## config.mk

```make
export PLATFORM = sky130hd
export DESIGN_NAME = rotate_fb_sched_flat
export DESIGN_NICKNAME = d
export VERILOG_FILES = /design/src/rtl/rotate_fb_sched_pkg.sv /design/src/rtl/rotate_fb_sched_if.sv /design/src/rtl/rotate_fb_sched_sat_cnt.sv /design/src/rtl/rotate_fb_sched.sv /design/src/flat_wrapper.sv
export SDC_FILE = /design/constraint.sdc
export NUM_CORES = 1
export LEC_CHECK = 0
export ABC_CLOCK_PERIOD_IN_PS = 3200
export BUFFER_PORTS_ARGS = -buffer_cell sky130_fd_sc_hd__buf_2
export CELL_PAD_IN_SITES_DETAIL_PLACEMENT = 0
export CELL_PAD_IN_SITES_GLOBAL_PLACEMENT = 1
export CORE_UTILIZATION = 42
export DETAILED_ROUTE_END_ITERATION = 8
export MAX_ROUTING_LAYER = met4
export PLACE_DENSITY = 0.78
export SETUP_SLACK_MARGIN = 0.02
export SLEW_MARGIN = 20
export SYNTH_ARGS = -nofsm -noshare
export SYNTH_HDL_FRONTEND = slang
export SYNTH_SLANG_ARGS = --single-unit
```

## constraint.sdc

```tcl
create_clock -name clk -period 3.2 [get_ports clk]
set_input_delay 0.16 -clock clk [delete_from_list [all_inputs] [get_ports clk]]
set_output_delay 0.16 -clock clk [all_outputs]
set_load 0.03 [all_outputs]
```

## src/rtl/rotate_fb_sched_pkg.sv

```systemverilog
// Shared types for the rotation frame-store triple-buffer scheduler:
// buffer lifecycle states, buffer index type and a lowest-index state finder.
package rotate_fb_pkg;

  localparam int NBUF = 3;

  typedef enum logic [1:0] {
    FREE    = 2'd0,
    WRITING = 2'd1,
    READY   = 2'd2,
    READING = 2'd3
  } buf_state_t;

  typedef logic [1:0] sel_t;

  typedef struct packed {
    logic hit;
    sel_t idx;
  } find_t;

  // Lowest buffer index currently in state tgt; hit=0 when none matches.
  function automatic find_t find_lowest(input buf_state_t st [NBUF], input buf_state_t tgt);
    find_t r;
    r.hit = 1'b0;
    r.idx = 2'd0;
    for (int i = NBUF - 1; i >= 0; i--) begin
      if (st[i] == tgt) begin
        r.hit = 1'b1;
        r.idx = sel_t'(i);
      end else begin
        r.hit = r.hit;
      end
    end
    return r;
  endfunction

endpackage

```

## src/rtl/rotate_fb_sched_if.sv

```systemverilog
// Video-timing inputs and buffer-selection outputs of the triple-buffer scheduler.
interface rotate_fb_sched_if #(parameter int AW = 18);
  logic          hblank_in;
  logic          vblank_in;
  logic          rd_frame;
  logic [1:0]    wr_sel;
  logic [AW-1:0] wr_base;
  logic [1:0]    rd_sel;
  logic [AW-1:0] rd_base;
  logic          rd_valid;
  logic [7:0]    drop_cnt;
  logic [7:0]    rep_cnt;

  modport master (
    output hblank_in, vblank_in, rd_frame,
    input  wr_sel, wr_base, rd_sel, rd_base, rd_valid, drop_cnt, rep_cnt
  );

  modport slave (
    input  hblank_in, vblank_in, rd_frame,
    output wr_sel, wr_base, rd_sel, rd_base, rd_valid, drop_cnt, rep_cnt
  );
endinterface

```

## src/rtl/rotate_fb_sched_sat_cnt.sv

```systemverilog
// 8-bit counter that sticks at 255; clear has priority over increment.
module fb_sat_cnt8 (
  input  logic       clk,
  input  logic       reset,
  input  logic       inc,
  input  logic       clr,
  output logic [7:0] cnt
);
  logic [7:0] cnt_q;
  logic [7:0] cnt_d;

  always_comb begin
    if (clr) begin
      cnt_d = 8'd0;
    end else if (inc && (cnt_q != 8'hFF)) begin
      cnt_d = cnt_q + 8'd1;
    end else begin
      cnt_d = cnt_q;
    end
  end

  always_ff @(posedge clk or posedge reset) begin
    if (reset) begin
      cnt_q <= 8'd0;
    end else begin
      cnt_q <= cnt_d;
    end
  end

  assign cnt = cnt_q;
endmodule

```

## src/rtl/rotate_fb_sched.sv

```systemverilog
// Triple-buffer scheduler: picks the buffer the input side writes and the one scan-out reads,
// so output never tears and never waits. Write boundary resolves before read boundary.
module rotate_fb_sched
  import rotate_fb_pkg::*;
#(
  parameter int BUFSIZE      = 76800,
  parameter int AW           = 18,
  parameter int HEIGHT       = 240,
  parameter int STALL_FRAMES = 8
) (
  input  logic               clk,
  input  logic               reset,
  rotate_fb_sched_if.slave   bus
);
  localparam logic [11:0] LINE_MAX = 12'hFFF;
  localparam logic [7:0]  STALL_M1 = 8'(STALL_FRAMES - 1);

  function automatic logic [AW-1:0] base_of(input sel_t s);
    case (s)
      2'd0:    return {AW{1'b0}};
      2'd1:    return AW'(BUFSIZE);
      2'd2:    return AW'(2 * BUFSIZE);
      default: return {AW{1'b0}};
    endcase
  endfunction

  buf_state_t    st_q [NBUF];
  buf_state_t    st_d [NBUF];
  sel_t          wr_sel_q, wr_sel_d, rd_sel_q, rd_sel_d;
  logic [AW-1:0] wr_base_q, wr_base_d, rd_base_q, rd_base_d;
  logic          rd_valid_q, rd_valid_d;
  logic          vblank_d_q, hblank_d_q;
  logic [11:0]   line_q, line_d;
  logic          vrise_s, hrise_s;
  logic          drop_inc, rep_inc, stall_inc, stall_clr;
  logic [7:0]    drop_cnt, rep_cnt, stall_cnt;
  find_t         free_f, ready_f;

  assign vrise_s = bus.vblank_in & ~vblank_d_q;
  assign hrise_s = bus.hblank_in & ~hblank_d_q;

  always_comb begin
    st_d       = st_q;
    wr_sel_d   = wr_sel_q;
    rd_sel_d   = rd_sel_q;
    rd_valid_d = rd_valid_q;
    drop_inc   = 1'b0;
    rep_inc    = 1'b0;
    stall_inc  = 1'b0;
    stall_clr  = 1'b0;
    free_f     = '0;
    ready_f    = '0;

    if (vrise_s) begin
      line_d = 12'd0;
    end else if (hrise_s && !bus.vblank_in && (line_q != LINE_MAX)) begin
      line_d = line_q + 12'd1;
    end else begin
      line_d = line_q;
    end

    // Only a frame with exactly HEIGHT lines is published; short/long frames are rewritten in place.
    if (vrise_s && (line_q == 12'(HEIGHT))) begin
      for (int i = 0; i < NBUF; i++) begin
        case (st_q[i])
          READY: begin
            st_d[i]  = FREE;
            drop_inc = 1'b1;
          end
          WRITING: st_d[i] = READY;
          default: st_d[i] = st_q[i];
        endcase
      end
      free_f = find_lowest(st_d, FREE);
      if (free_f.hit) begin
        st_d[free_f.idx] = WRITING;
        wr_sel_d         = free_f.idx;
      end else begin
        wr_sel_d = wr_sel_q;
      end
      stall_clr = 1'b1;
    end else begin
      stall_clr = 1'b0;
    end

    if (bus.rd_frame) begin
      ready_f = find_lowest(st_d, READY);
      if (ready_f.hit) begin
        for (int i = 0; i < NBUF; i++) begin
          if (st_d[i] == READING) begin
            st_d[i] = FREE;
          end else begin
            st_d[i] = st_d[i];
          end
        end
        st_d[ready_f.idx] = READING;
        rd_sel_d          = ready_f.idx;
        rd_valid_d        = 1'b1;
      end else begin
        stall_inc = 1'b1;
        // A repeat is only counted when the scanned buffer is still shown, not blanked.
        if (stall_cnt >= STALL_M1) begin
          rd_valid_d = 1'b0;
        end else begin
          rep_inc = rd_valid_q;
        end
      end
    end else begin
      rd_sel_d = rd_sel_q;
    end

    wr_base_d = base_of(wr_sel_d);
    rd_base_d = base_of(rd_sel_d);
  end

  always_ff @(posedge clk or posedge reset) begin
    if (reset) begin
      st_q[0]    <= WRITING;
      st_q[1]    <= FREE;
      st_q[2]    <= FREE;
      wr_sel_q   <= 2'd0;
      rd_sel_q   <= 2'd0;
      wr_base_q  <= {AW{1'b0}};
      rd_base_q  <= {AW{1'b0}};
      rd_valid_q <= 1'b0;
      vblank_d_q <= 1'b0;
      hblank_d_q <= 1'b0;
      line_q     <= 12'd0;
    end else begin
      st_q       <= st_d;
      wr_sel_q   <= wr_sel_d;
      rd_sel_q   <= rd_sel_d;
      wr_base_q  <= wr_base_d;
      rd_base_q  <= rd_base_d;
      rd_valid_q <= rd_valid_d;
      vblank_d_q <= bus.vblank_in;
      hblank_d_q <= bus.hblank_in;
      line_q     <= line_d;
    end
  end

  fb_sat_cnt8 u_drop  (.clk(clk), .reset(reset), .inc(drop_inc),  .clr(1'b0),      .cnt(drop_cnt));
  fb_sat_cnt8 u_rep   (.clk(clk), .reset(reset), .inc(rep_inc),   .clr(1'b0),      .cnt(rep_cnt));
  fb_sat_cnt8 u_stall (.clk(clk), .reset(reset), .inc(stall_inc), .clr(stall_clr), .cnt(stall_cnt));

  assign bus.wr_sel   = wr_sel_q;
  assign bus.wr_base  = wr_base_q;
  assign bus.rd_sel   = rd_sel_q;
  assign bus.rd_base  = rd_base_q;
  assign bus.rd_valid = rd_valid_q;
  assign bus.drop_cnt = drop_cnt;
  assign bus.rep_cnt  = rep_cnt;
endmodule

```

## src/flat_wrapper.sv

```systemverilog
// flat-port wrapper written by rule: the top's interface ports become plain ports
module rotate_fb_sched_flat import rotate_fb_pkg::*;
#(
  parameter int BUFSIZE      = 76800,
  parameter int AW           = 18,
  parameter int HEIGHT       = 240,
  parameter int STALL_FRAMES = 8
)
  (clk, reset, bus_hblank_in, bus_vblank_in, bus_rd_frame, bus_wr_sel, bus_wr_base, bus_rd_sel, bus_rd_base, bus_rd_valid, bus_drop_cnt, bus_rep_cnt);
  rotate_fb_sched_if #(.AW(AW)) bus_i ();
  input  logic clk;
  input  logic reset;
  input wire logic [$bits(bus_i.hblank_in)-1:0] bus_hblank_in;
  input wire logic [$bits(bus_i.vblank_in)-1:0] bus_vblank_in;
  input wire logic [$bits(bus_i.rd_frame)-1:0] bus_rd_frame;
  output wire logic [$bits(bus_i.wr_sel)-1:0] bus_wr_sel;
  output wire logic [$bits(bus_i.wr_base)-1:0] bus_wr_base;
  output wire logic [$bits(bus_i.rd_sel)-1:0] bus_rd_sel;
  output wire logic [$bits(bus_i.rd_base)-1:0] bus_rd_base;
  output wire logic [$bits(bus_i.rd_valid)-1:0] bus_rd_valid;
  output wire logic [$bits(bus_i.drop_cnt)-1:0] bus_drop_cnt;
  output wire logic [$bits(bus_i.rep_cnt)-1:0] bus_rep_cnt;
  assign bus_i.hblank_in = bus_hblank_in;
  assign bus_i.vblank_in = bus_vblank_in;
  assign bus_i.rd_frame = bus_rd_frame;
  assign bus_wr_sel = bus_i.wr_sel;
  assign bus_wr_base = bus_i.wr_base;
  assign bus_rd_sel = bus_i.rd_sel;
  assign bus_rd_base = bus_i.rd_base;
  assign bus_rd_valid = bus_i.rd_valid;
  assign bus_drop_cnt = bus_i.drop_cnt;
  assign bus_rep_cnt = bus_i.rep_cnt;
  rotate_fb_sched #(.BUFSIZE(BUFSIZE), .AW(AW), .HEIGHT(HEIGHT), .STALL_FRAMES(STALL_FRAMES)) u_core (.clk(clk), .reset(reset), .bus(bus_i));
endmodule
```

Word level (Yosys, flattened, before mapping)
Cells that the tools add are included.

$add $sub $neg: 4. Magnitude comparators: 5. Eq/ne operators: 21. Multiplexer cells: 60. Bitwise gates (word level): 10. Reduce and logical (&&, ||, !) cells: 14.

Operators with widths (number): one-hot mux 18 bit (2 select lines) (2); 2-to-1 mux 2 bit (26); adder 8 x 1 -> 8 bit (second input constant) (3); 2-to-1 mux 12 bit (2); 2-to-1 mux 6 bit (4); inequality test 8 bit (second input constant) (3); equality test 2 bit (second input constant) (11); 2-to-1 mux 1 bit (19); 2-to-1 mux 8 bit (2); adder 12 x 1 -> 12 bit (second input constant) (1); equality test 12 x 8 -> 1 bit (second input constant) (1); inequality test 12 bit (second input constant) (1); one-hot mux 2 bit (2 select lines) (3); equality test 2 x 1 -> 1 bit (second input constant) (5); demux 2 bit (select 2 bit) (2); greater-or-equal comparator 8 x 3 -> 1 bit (second input constant) (1); logical AND 1 bit (8); greater-or-equal comparator 3 bit (second input constant) (2); zero test 2 bit (3); < comparator 3 x 1 -> 1 bit (second input constant) (2); inverter 2 -> 3 bit (2); bitwise OR 6 bit (1); nonzero test 2 bit (2); AND 3 bit (1); 5 further kinds (7).

Flip-flop bits (word level): 85. Bits of input ports: 5. Output and inout port bits: 57. Logic and storage cells: 128.

Longest topological paths before layout
Depth after elaboration: 31. Depth in mapped cells: 11. Depth with buffers taken out: 10.

Cells and area by module
Synthesis repeated with hierarchy kept, for this count alone.

Cell total of the unflattened synthesis: 352. Area total of the unflattened synthesis: 3447.1 sq um.

Modules (own cells, without submodules): rotate_fb_sched (times used 1, cells an instance 205, area an instance 1934.4 sq um, seq. area each 777.0 sq um); fb_sat_cnt8 (times used 3, cells an instance 49, area an instance 504.2 sq um, seq. area each 200.2 sq um).

Worst setup path after synthesis
No wires, ideal clock.

Path type: register to register. From: register u_core.line_q[0]. To: register u_core.u_stall.cnt_q[6], in the netlist u_core.u_stall.cnt[6]. Arrival time: 2.166 ns. Data required time: 3.080 ns. Path slack: 0.913 ns. Stages on the path, launching flop included: 10. Buffers on the path: 1. Period minus slack after synthesis: 2.287 ns. Path through: dfrtp_1 inv_1 ha_1 nor4b_4 and4_1 buf_6 mux2i_4 nand3_1 or4_1 o211a_1.

Word-level cells in the longest chain between the ends: 12.

RTL lines: start: declaration (line rotate_fb_sched.sv:33) `logic [11:0] line_q, line_d;`; start signal: assignment (line rotate_fb_sched.sv:138) `line_q <= line_d;`; equality test 12 x 8 -> 1 bit (*) (line rotate_fb_sched.sv:63) `if (vrise_s && (line_q == 12'(HEIGHT))) begin`; logical AND 1 bit (*) (line rotate_fb_sched.sv:63); 2-to-1 mux 6 bit (line rotate_fb_sched.sv:63); equality test 2 bit (line rotate_fb_sched_pkg.sv:27) `if (st[i] == tgt) begin`; 2-to-1 mux 1 bit (3 in a row) (line rotate_fb_sched_pkg.sv:27); 2-to-1 mux 1 bit (line rotate_fb_sched.sv:86) `if (bus.rd_frame) begin`; 2-to-1 mux 1 bit (line rotate_fb_sched.sv:88) `if (ready_f.hit) begin`; 2-to-1 mux 1 bit (line rotate_fb_sched.sv:86); logical AND 1 bit (line rotate_fb_sched_sat_cnt.sv:15) `end else if (inc && (cnt_q != 8'hFF)) begin`; nonzero test 2 bit (no source line); end signal: assignment (line rotate_fb_sched_sat_cnt.sv:26) `cnt_q <= cnt_d;`; end: declaration (line rotate_fb_sched_sat_cnt.sv:9) `logic [7:0] cnt_q;`.

Every way passes the cells marked *; elsewhere a longest branch is shown, timed or not. The select of a mux whose other input is x is not followed. A chain may end at the register's enable or synchronous reset.

Worst setup path in the final report
From: input port bus_vblank_in. To: register u_core.u_stall.cnt_q[7], in the netlist u_core.u_stall.cnt[7].

Word-level cells in the longest chain between the ends: 12.

RTL lines: start: declaration (line flat_wrapper.sv:14) `input wire logic [$bits(bus_i.vblank_in)-1:0] bus_vblank_in;`; AND 1 bit (*) (line rotate_fb_sched.sv:39) `assign vrise_s = bus.vblank_in & ~vblank_d_q;`; logical AND 1 bit (*) (line rotate_fb_sched.sv:63); 2-to-1 mux 6 bit (line rotate_fb_sched.sv:63); equality test 2 bit (line rotate_fb_sched_pkg.sv:27); 2-to-1 mux 1 bit (3 in a row) (line rotate_fb_sched_pkg.sv:27); 2-to-1 mux 1 bit (line rotate_fb_sched.sv:86); 2-to-1 mux 1 bit (line rotate_fb_sched.sv:88); 2-to-1 mux 1 bit (line rotate_fb_sched.sv:86); logical AND 1 bit (line rotate_fb_sched_sat_cnt.sv:15); nonzero test 2 bit (no source line).

Marked as above.

==> results.md <==
Timing:
- Setup violations remaining at the end of the flow were counted as 0.
- The routed design could run at a clock period as short as 2.65 ns.
- The worst setup skew after layout is 0.00824 ns.
- For the pin with the worst max-slew slack, the measured transition is 0.844 ns.
- The setup slack after layout is 0.553 ns.
- The number of hold violations in the final report is 0.
- The worst slew slack as a fraction of its limit is 0.436.
- In the finished design, the share of the clock period the worst path needs comes to 0.827.
- The final number of max-transition violations is 0.
- In the final timing run, aggregate negative setup slack is 0 ns.
- Static timing analysis puts the maximum clock frequency at 0.378 GHz.
- Setup repair after global routing left no endpoint under its margin.

Logic synthesis:
- Synthesis handed over a netlist of 312 instances.
- The most frequently used flop master after synthesis is dfrtp_1.
- Of all flip-flops after synthesis, the portion carrying an async set or reset was 1.00.
- The register bit count reported by yosys is 55.
- The post-synthesis cell type count is 47.
- The share of the Yosys chip area taken by registers is 0.450.
- The number of enable flip-flop cells after synthesis is 0.
- A synthesized cell averages 9.81 um2.
- During synthesis, Yosys emitted a total of 0 warnings.
- In this run the cell area of the synthesized design comes to 3060 um2.

Worst setup path:
- STA classifies the critical path endpoint as a flop.
- The type of element launching the critical path is an input pin.
- Data on the critical path is required at its endpoint by 3.44 ns.
- The critical path is of the in2reg type.
- The critical path goes through dlygate4sd3_1 > buf_2 > nor2b_1 > and4_1 > mux2i_4 > nand4_4 > or4_1 > a21oi_1.
- The slowest stage of the critical path is the dlygate4sd3_1 cell.
- STA puts the critical path data arrival time at 2.88 ns.
- The largest fanout on the critical path is 13.
- The maximum cell stage delay along the critical path is 0.53 ns.

Floorplanning:
- The die height is 87.4 um.
- The core region area is 6910 um2.
- In this run the horizontal extent of the chip is 87.4 um.
- The initial utilization of the core area, before any placement, comes to 0.443.
- The floorplan step defined a die boundary enclosing 7640 um2.
- Pin placement for this block handled 62 I/O pins.
- In this run the core area contains 30 standard-cell rows.

Detailed routing:
- The post-detailed-routing wire length is 5.58 mm.
- The wire length per cell after detailed routing is 12.6 um.
- The detailed router used layers up to and including met4.
- The wire length on met1 is 2.79 mm.
- Detailed routing inserted a total of 2214 vias.
- Once detail routing completed, the nets flagged for antenna violations numbered 0.
- The post-detailed-route via-to-cell ratio is 4.99.
- For this block, the initial DRC count from the detailed router was 109.
- The amount of wire on met3 after detailed routing is 324 um.
- The number of remaining DRC errors is 0.
- The met2 wirelength from detailed routing is 2.37 mm.
- The number of optimization iterations in the first detailed-route pass is 4.

Outcome:
- The run finished with clean final reports.

Place:
- The weighted congestion at the end of routability-driven global placement is 0.772.
- The number of placed cells counting well taps is 434.
- The setup slack at placement is 0.640 ns.
- The half-perimeter wire length of the detailed placement result is 3.99 mm.
- Buffers placed on the I/O ports in this run total 39.

Clocking:
- The number of clock buffers inserted by TritonCTS is 5.
- The clock drives 55 sinks.
- The CTS tree is done.
- In this run the deepest clock path goes through 2 buffers.
- The H-tree depth is 2.
- The latest clock arrival within the worst-skew pair is 0.31 ns.
- Clock-pin slew was measured on the worst setup and hold paths at 0.10 ns.
- The cell chosen for the clock root is clkbuf_8.

Final layout:
- Of the cells placed in the final design, the portion with a size suffix greater than 1 is 0.187.
- Counting the fill cells in the layout gives 683.
- In the final design database the tool counted 361 nets.
- From synthesis to final layout, the design area changed by 8.46%.
- The final instance count without filler cells is 444.
- The repair_antennas step left the layout with diodes totalling 0.

Power and ir drop:
- In this run the static leakage power is 1.70 nW.
- The maximum vdd ir drop is 153 uV.
- The power density normalized to cell area is 458 nW/um2.

Run:
- Across the run, the number of max-cap violations was 0.

Global route:
- The number of global-route vias before repair is 2037.
- Across every metal layer, demand over resource in global routing totals 0.166.
- The number of antenna violations at the first check in global routing came to 0.
- The maximum number of pins on one net before global-route repair is 41.
- The first-pass GRT wire length is 9.54 mm.
- The total grt overflow is 0.

Hold path:
- The path class of the tightest hold or removal check is in2async.
per-layer routing:
metal	vias to the layer above	GRT usage
li1	1087	-
met1	1041	0.228
met2	77	0.243
met3	9	0.0341
met4	0	0.0537
met5	-	-
layout by cell type (no fill, tap or decap), types with 5 or more instances in the layout:
master and count:
o21ai_0 11, and3_1 5, xnor2_1 13, nor3_1 9, xor2_1 13, clkbuf_8 5
buf_2 39, nand4_1 7, inv_1 14, nand3_1 15, ha_1 9, buf_4 5
nor2_1 27, or4_1 6, conb_1 22, a21oi_1 10, dfrtp_1 54, nand2_1 31
area by class of cell:
| cell class | count | area, um2 | area share |
|---|---|---|---|
| Clock buffer | 7 | 76.3 | 0.0230 |
| Clock inverter | 1 | 5.00 | 0.00151 |
| Inverter | 15 | 56.3 | 0.0170 |
| Multi-Input combinational cell | 224 | 1430 | 0.431 |
| Sequential cell | 55 | 1380 | 0.415 |
| Tap cell | 96 | 120 | 0.0362 |
| Timing Repair Buffer | 46 | 253 | 0.0761 |
synth_stat cells, types with 2 or more instances:
cell type / number / area, um2
o21ai_0: 11 / 55.1
mux2_2: 3 / 33.8
mux2i_1: 3 / 30.0
ha_1: 9 / 113
nand4_1: 7 / 43.8
nand4_2: 2 / 25.0
nand2b_1: 3 / 18.8
nor2b_1: 3 / 18.8
nor2_1: 27 / 101
nand3b_1: 2 / 15.0
nand2_1: 31 / 116
nor3_1: 9 / 45.0
or4_1: 6 / 45.0
or3_1: 2 / 12.5
buf_4: 30 / 225
dfrtp_1: 54 / 1350
o31ai_1: 2 / 15.0
a22o_1: 2 / 17.5
mux2i_4: 2 / 45.0
inv_1: 15 / 56.3
nand3_1: 15 / 75.1
xor2_1: 13 / 114
a21oi_1: 10 / 50.1
a41oi_1: 3 / 26.3
and3_1: 5 / 31.3
or2_2: 2 / 12.5
buf_6: 2 / 22.5
and4_1: 2 / 17.5
clkbuf_1: 7 / 26.3
xnor2_1: 13 / 114
worst max-delay path, delay by kind of cell:
family,cells,cell delay (ns)
AOI/OAI and AO/OA,1,0.15
buffers and inverters,2,0.65
muxes,1,0.39
and+or+nand+nor,4,1.54
cells by family after synthesis:
| logic type | Yosys count | share of synthesized area |
|---|---|---|
| AOI/OAI and AO/OA | 38 | 0.0809 |
| xor gates and xnor gates | 26 | 0.0744 |
| adders and majority gates | 9 | 0.0368 |
| buffers and inverters | 54 | 0.108 |
| DFF | 55 | 0.450 |
| muxes | 9 | 0.0405 |
| other | 1 | 0.00122 |
| and+or+nand+nor | 120 | 0.208 |
report_power, final:
| group | internal (mW) | leakage (nW) | total, mW | switching, mW |
|---|---|---|---|---|
| sequential | 0.761 | 0.740 | 0.841 | 0.0804 |
| combinational | 0.104 | 0.916 | 0.304 | 0.200 |
| clock | 0.154 | 0.0422 | 0.375 | 0.221 |
per-stage QoR:
stage	hold slack [ns]	utilization	cell area [um2]	power, mW
after floorplan	0.191	-	3140	1.10
after global placement	0.277	0.466	3220	1.15
after detailed placement	0.281	0.466	3220	1.16
after CTS	0.0376	0.481	3320	1.55
after global routing	0.0901	0.481	3320	1.62
final	0.00807	0.481	3320	1.52
registers in the layout (all words and copies together), names as in the netlist:
name                 cells
u_core.bus.wr_sel        2
u_core.bus.rd_base       3
u_core.u_stall.cnt       8
u_core.vblank_d_q        1
u_core.bus.rd_valid      1
u_core.u_rep.cnt         8
u_core.hblank_d_q        1
u_core.st_q              6
u_core.line_q           12
u_core.u_drop.cnt        8
u_core.bus.wr_base       3
u_core.bus.rd_sel        2
path summary, 6_finish.rpt:
kind                       slack, ns            startpoint                    end  depth (start not counted)
min in group clk                0.23          bus_rd_frame         u_core.st_q[2]                          3
max reg2reg                     0.62      u_core.line_q[0]  u_core.u_stall.cnt[7]                          8
min reg2reg                     0.49  u_core.u_drop.cnt[5]   u_core.u_drop.cnt[5]                          1
min                            0.008                 reset       u_core.line_q[2]                          2
max in group asynchronous       2.53                 reset    u_core.u_rep.cnt[7]                          3
max                             0.55         bus_vblank_in  u_core.u_stall.cnt[7]                          8
what timing repair did:
action                                 in CTS  in global routing
setup endpoints to repair                   0                  0
resized for setup                           0                  0
hold buffers                                2                  0
buffers inserted                            0                  0
endpoints found under the hold margin       2                  0
(Power assumes the default switching activity.)
